--- src/rtl/fib_seq_gen.sv ---
// Streaming Fibonacci generator: emits F(0)..F(n-1) over valid/ready, flags terms >= 2^WIDTH.
// Latency: start accepted at edge k -> F(0) valid from edge k+1; one term per handshake.
// Backpressure: all state holds while out_ready=0; FIB_SEQ_GEN_SAT_EN saturates instead of wrapping.
module fib_seq_gen #(
   parameter int WIDTH = 8,
   parameter int CNT_W = 5
) (
   input  logic             clk,
   input  logic             rst_n,
   input  logic             start,
   input  logic [CNT_W-1:0] n_terms,
   output logic             out_valid,
   input  logic             out_ready,
   output logic [WIDTH-1:0] out_data,
   output logic             out_last,
   output logic             out_ovf,
   output logic             busy,
   output logic             done,
   output logic             overflow
);

   typedef enum logic {
      IDLE = 1'b0,
      RUN  = 1'b1
   } state_t;

   state_t             state_q, state_d;
   logic [WIDTH-1:0]   a_q, a_d;
   logic [WIDTH-1:0]   b_q, b_d;
   logic               a_ovf_q, a_ovf_d;
   logic               b_ovf_q, b_ovf_d;
   logic [CNT_W-1:0]   rem_q, rem_d;
   logic               done_q, done_d;
   logic               overflow_q, overflow_d;

   logic               hs;
   logic               last_beat;
   logic [WIDTH:0]     sum;
   logic               carry;
   logic [WIDTH-1:0]   sum_res;

   assign sum       = {1'b0, a_q} + {1'b0, b_q};
   assign carry     = sum[WIDTH];
   assign last_beat = (rem_q == CNT_W'(1));

`ifdef FIB_SEQ_GEN_SAT_EN
   // Once the true value has left the representable range it stays pinned at all-ones.
   assign sum_res = (carry | b_ovf_q) ? {WIDTH{1'b1}} : sum[WIDTH-1:0];
`else
   assign sum_res = sum[WIDTH-1:0];
`endif

   assign busy      = (state_q == RUN);
   assign out_valid = busy;
   assign out_data  = busy ? a_q : '0;
   assign out_ovf   = busy & a_ovf_q;
   assign out_last  = busy & last_beat;
   assign done      = done_q;
   assign overflow  = overflow_q;
   assign hs        = out_valid & out_ready;

   always_comb begin
      state_d    = state_q;
      a_d        = a_q;
      b_d        = b_q;
      a_ovf_d    = a_ovf_q;
      b_ovf_d    = b_ovf_q;
      rem_d      = rem_q;
      overflow_d = overflow_q;
      done_d     = 1'b0;
      case (state_q)
         IDLE: begin
            if (start && (n_terms != '0)) begin
               a_d        = '0;
               b_d        = WIDTH'(1);
               a_ovf_d    = 1'b0;
               b_ovf_d    = 1'b0;
               rem_d      = n_terms;
               overflow_d = 1'b0;
               state_d    = RUN;
            end
         end
         RUN: begin
            if (hs) begin
               a_d     = b_q;
               a_ovf_d = b_ovf_q;
               b_d     = sum_res;
               b_ovf_d = carry | a_ovf_q | b_ovf_q;
               rem_d   = rem_q - CNT_W'(1);
               if (a_ovf_q) begin
                  overflow_d = 1'b1;
               end
               if (last_beat) begin
                  state_d = IDLE;
                  done_d  = 1'b1;
               end
            end
         end
         default: state_d = IDLE;
      endcase
   end

   always_ff @(posedge clk or negedge rst_n) begin
      if (!rst_n) begin
         state_q    <= IDLE;
         a_q        <= '0;
         b_q        <= '0;
         a_ovf_q    <= 1'b0;
         b_ovf_q    <= 1'b0;
         rem_q      <= '0;
         done_q     <= 1'b0;
         overflow_q <= 1'b0;
      end else begin
         state_q    <= state_d;
         a_q        <= a_d;
         b_q        <= b_d;
         a_ovf_q    <= a_ovf_d;
         b_ovf_q    <= b_ovf_d;
         rem_q      <= rem_d;
         done_q     <= done_d;
         overflow_q <= overflow_d;
      end
   end

endmodule
--- config.mk ---
export PLATFORM = sky130hd
export DESIGN_NAME = fib_seq_gen
export DESIGN_NICKNAME = d
export VERILOG_FILES = /design/src/rtl/fib_seq_gen.sv
export SDC_FILE = /design/constraint.sdc
export NUM_CORES = 1
export LEC_CHECK = 0
export ABC_AREA = 0
export ABC_CLOCK_PERIOD_IN_PS = 1750
export BUFFER_PORTS_ARGS = -buffer_cell sky130_fd_sc_hd__buf_2
export CAP_MARGIN = 20
export CORE_MARGIN = 2
export CORE_UTILIZATION = 50
export DETAILED_ROUTE_END_ITERATION = 7
export PLACE_DENSITY = 0.74
export SLEW_MARGIN = 30
export SYNTH_ARGS = -nofsm -noshare
export SYNTH_HDL_FRONTEND = slang
export SYNTH_SLANG_ARGS = --single-unit
--- constraint.sdc ---
create_clock -name clk -period 1.75 [get_ports clk]
set_input_delay 0.175 -clock clk [delete_from_list [all_inputs] [get_ports clk]]
set_output_delay 0.175 -clock clk [all_outputs]
set_load 0.05 [all_outputs]
==> metrics.log <==
INFO  metric synthesis.yosys.warnings = 0
INFO  metric cts_tree = done
INFO  metric synth.net_count = 159
INFO  metric synthArstFlopShare = 100%
INFO  metric initial_core_utilization = approximately 54%
INFO  metric first_pass_iteration_count_of_the_detailed_router = 6
INFO  metric clock_skew = ~7.1 ps
INFO  metric synth_area_leader_cell = dfrtp_1
INFO  metric postSynthRegisterBits = 26
INFO  metric mostFrequentLayoutCells = buf_4, dfrtp_1, buf_2
INFO  metric global_route_wire_length_before_repair = roughly 5.7 mm
INFO  metric numCtsBuffers = 3
INFO  metric clock_latency = approximately 320 ps
INFO  metric io_pins = 23
INFO  metric number_of_port_buffers = 22
INFO  metric number_of_levels_in_the_clock_h_tree = 1
INFO  metric via_per_inst = ~5.9
INFO  metric cp.required = ~2000 ps
INFO  metric maximum_clock_path_buffer_count = 2
INFO  metric grt_max_degree = 27
INFO  metric max_freq = 581 MHz
INFO  metric hp-class = input port to flop
INFO  metric hold_violations = 0
INFO  metric setup_tns = 0 ps
INFO  metric die_y = slightly below 60 um
INFO  metric dpl-instance-area = 0.00175 mm2
INFO  metric synthesis_to_finish_area_growth = 27.3%
INFO  metric number_of_flops_mapped_to_enable_cells_by_yosys = 0
INFO  metric critPathLaunchType = flop
INFO  metric fillCellCount = ~230
INFO  metric globalRouteTotalUtil = between 20% and 30%
INFO  metric dr_total_vias = 1271
INFO  metric finalCoreUtilization = around two thirds
INFO  metric drv_cap = 0
INFO  metric worst-slew-pin-transition = between 500 and 600 ps
INFO  metric synth_flop_cell = dfrtp_1
INFO  metric timing.final.crit_period = ~1700 ps
INFO  metric clock-sinks = 26
INFO  metric synth.distinct_cells = between 40 and 50
INFO  metric cts_root_buffer = clkbuf_4
INFO  metric path_class = flop to flop
INFO  metric width_of_the_die = 59.0 um
INFO  metric detail_route.drc_violations = 1
INFO  metric drt-initial-drc-count = 36
INFO  metric core_area = ~0.0028 mm2
INFO  metric drive_gt1_share = 40.9%
INFO  metric synth.cell_area = 0.00151 mm2
INFO  metric first_global_vias = 1300
INFO  metric grt_setup_unrepaired = true
INFO  metric stdcell_area = approximately 0.0019 mm2
INFO  metric gp_weighted_congestion = ~0.85
INFO  metric post_synth_main_area_contributors = dfrtp_1, ha_1, a22o_1
INFO  metric synthDominantCellAreaShare = 43.1%
INFO  metric finish.net_count = slightly above 200
INFO  metric violations = design-rule violations
INFO  metric grt_antenna_before_repair = 0
INFO  metric synthesis.instances = between 100 and 150
INFO  metric cp.arrival = roughly 2000 ps
INFO  metric finalCritPeriodShare = between 90% and 100%
INFO  metric critPathMaxFanout = 3
INFO  metric clock_transition_at_the_register_clock_pins_on_the_worst_setup_and_hold_paths_after_cts = between 100 and 150 ps
INFO  metric seq_area_frac_synth = a little over two fifths
INFO  metric hpwl = 2.38 mm
INFO  metric avgRoutedWirePerCell = approximately 16 um
INFO  metric detail_route.wirelength = around 3.4 mm
INFO  metric slew_viol_final = 0
INFO  metric critPathCaptureType = flop
INFO  metric ant_nets = 0
INFO  metric syn-mean-instance-area = between 10 and 15 um2
INFO  metric global_route.overflow_total = 0
INFO  metric finalSetupViolCount = 0
INFO  metric antenna-diode-count = 0
INFO  metric placement_rows = 19
INFO  metric worst_rel_slew_slack = just over 60%
INFO  metric die-area = about 0.0035 mm2
INFO  metric layout.cells.most_common = buf_4
INFO  metric outcome = complete, but fails checks
-- state kept, by name, summed over array words and instances, names as in the netlist --
name,count
b_q,8
b_ovf_q,1
busy,1
rem_q,5
overflow,1
a_ovf_q,1
a_q,8
done,1
-- path summary, 6_finish.rpt --
path	startpoint	end	slack, ps	cells past startpoint
max in group asynchronous	rst_n	busy	980	2
setup reg to reg	b_q[1]	b_q[7]	30	5
min in group asynchronous	rst_n	done	360	2
hold / removal	n_terms[4]	rem_q[4]	80	3
hold reg to reg	overflow	overflow	540	1
setup / recovery	b_q[1]	b_q[7]	30	5
-- per-stage QoR --
step	hold slack, ps	setup WS [ps]	instances
detailed placement	202	-87.8	204
floorplan	-121	1.98	139
global placement	198	-48.4	204
CTS	86.8	12.5	216
global route	88.3	-33.4	217
finish	84.5	29.7	217
-- per-layer routing --
layer | routed length (um) | vias up | global-route usage (%)
met5 | 0 | - | 0
met4 | 38 | 0 | 7.14
met3 | 116 | 6 | 5.05
met2 | 1650 | 29 | 37.3
met1 | 1580 | 625 | 26.3
li1 | - | 611 | -
-- critical path, stage by stage (launching register included) --
cell and delay [ps]:
dfrtp_1 440, ha_1 290, nand3_1 130, a21oi_2 80
or4_1 460, a32o_1 230
-- repair_timing --
action,CTS,global route
pin swaps,5,3
hold buffers,1,0
hold endpoints to repair,26,0
resized for setup,8,4
setup endpoints to repair,4,6
cloned,0,0
setup buffers,7,1
-- cell type report --
type | count | area [um2] | share of cell area [%]
multi-input combinational | 100 | 847 | 44.1
sequential | 26 | 652 | 33.9
timing repair buffer | 50 | 325 | 16.9
tap | 31 | 38.8 | 2.02
clock buffer | 4 | 36.3 | 1.89
inverter | 6 | 22.5 | 1.17
-- cells by family after synthesis --
logic type / after synthesis / share of synthesized area, %
multiplexers: 3 / 1.99
AND/OR/NAND/NOR: 39 / 14.9
AO/OA/AOI/OAI: 44 / 22.7
adder cells (fa/ha/maj): 11 / 9.61
XOR/XNOR: 3 / 1.74
flip-flops: 26 / 43.1
buffers and inverters: 13 / 5.96
-- cells in the mapped netlist, types with 2 or more instances --
| library cell | count |
|---|---|
| dfrtp_1 | 26 |
| and2_1 | 11 |
| ha_1 | 10 |
| a22o_1 | 9 |
| a21oi_1 | 7 |
| o21ai_0 | 7 |
| inv_1 | 6 |
| nand2_1 | 6 |
| nand3_1 | 6 |
| a22o_2 | 5 |
| nor2_1 | 4 |
| clkbuf_1 | 3 |
| mux2i_1 | 3 |
| xor2_1 | 3 |
| a32o_1 | 2 |
| and3_1 | 2 |
| o221a_2 | 2 |
Power is left out: the tool's default activity adds up to more than one toggle a clock period on the data nets, which glitch-free logic cannot reach.
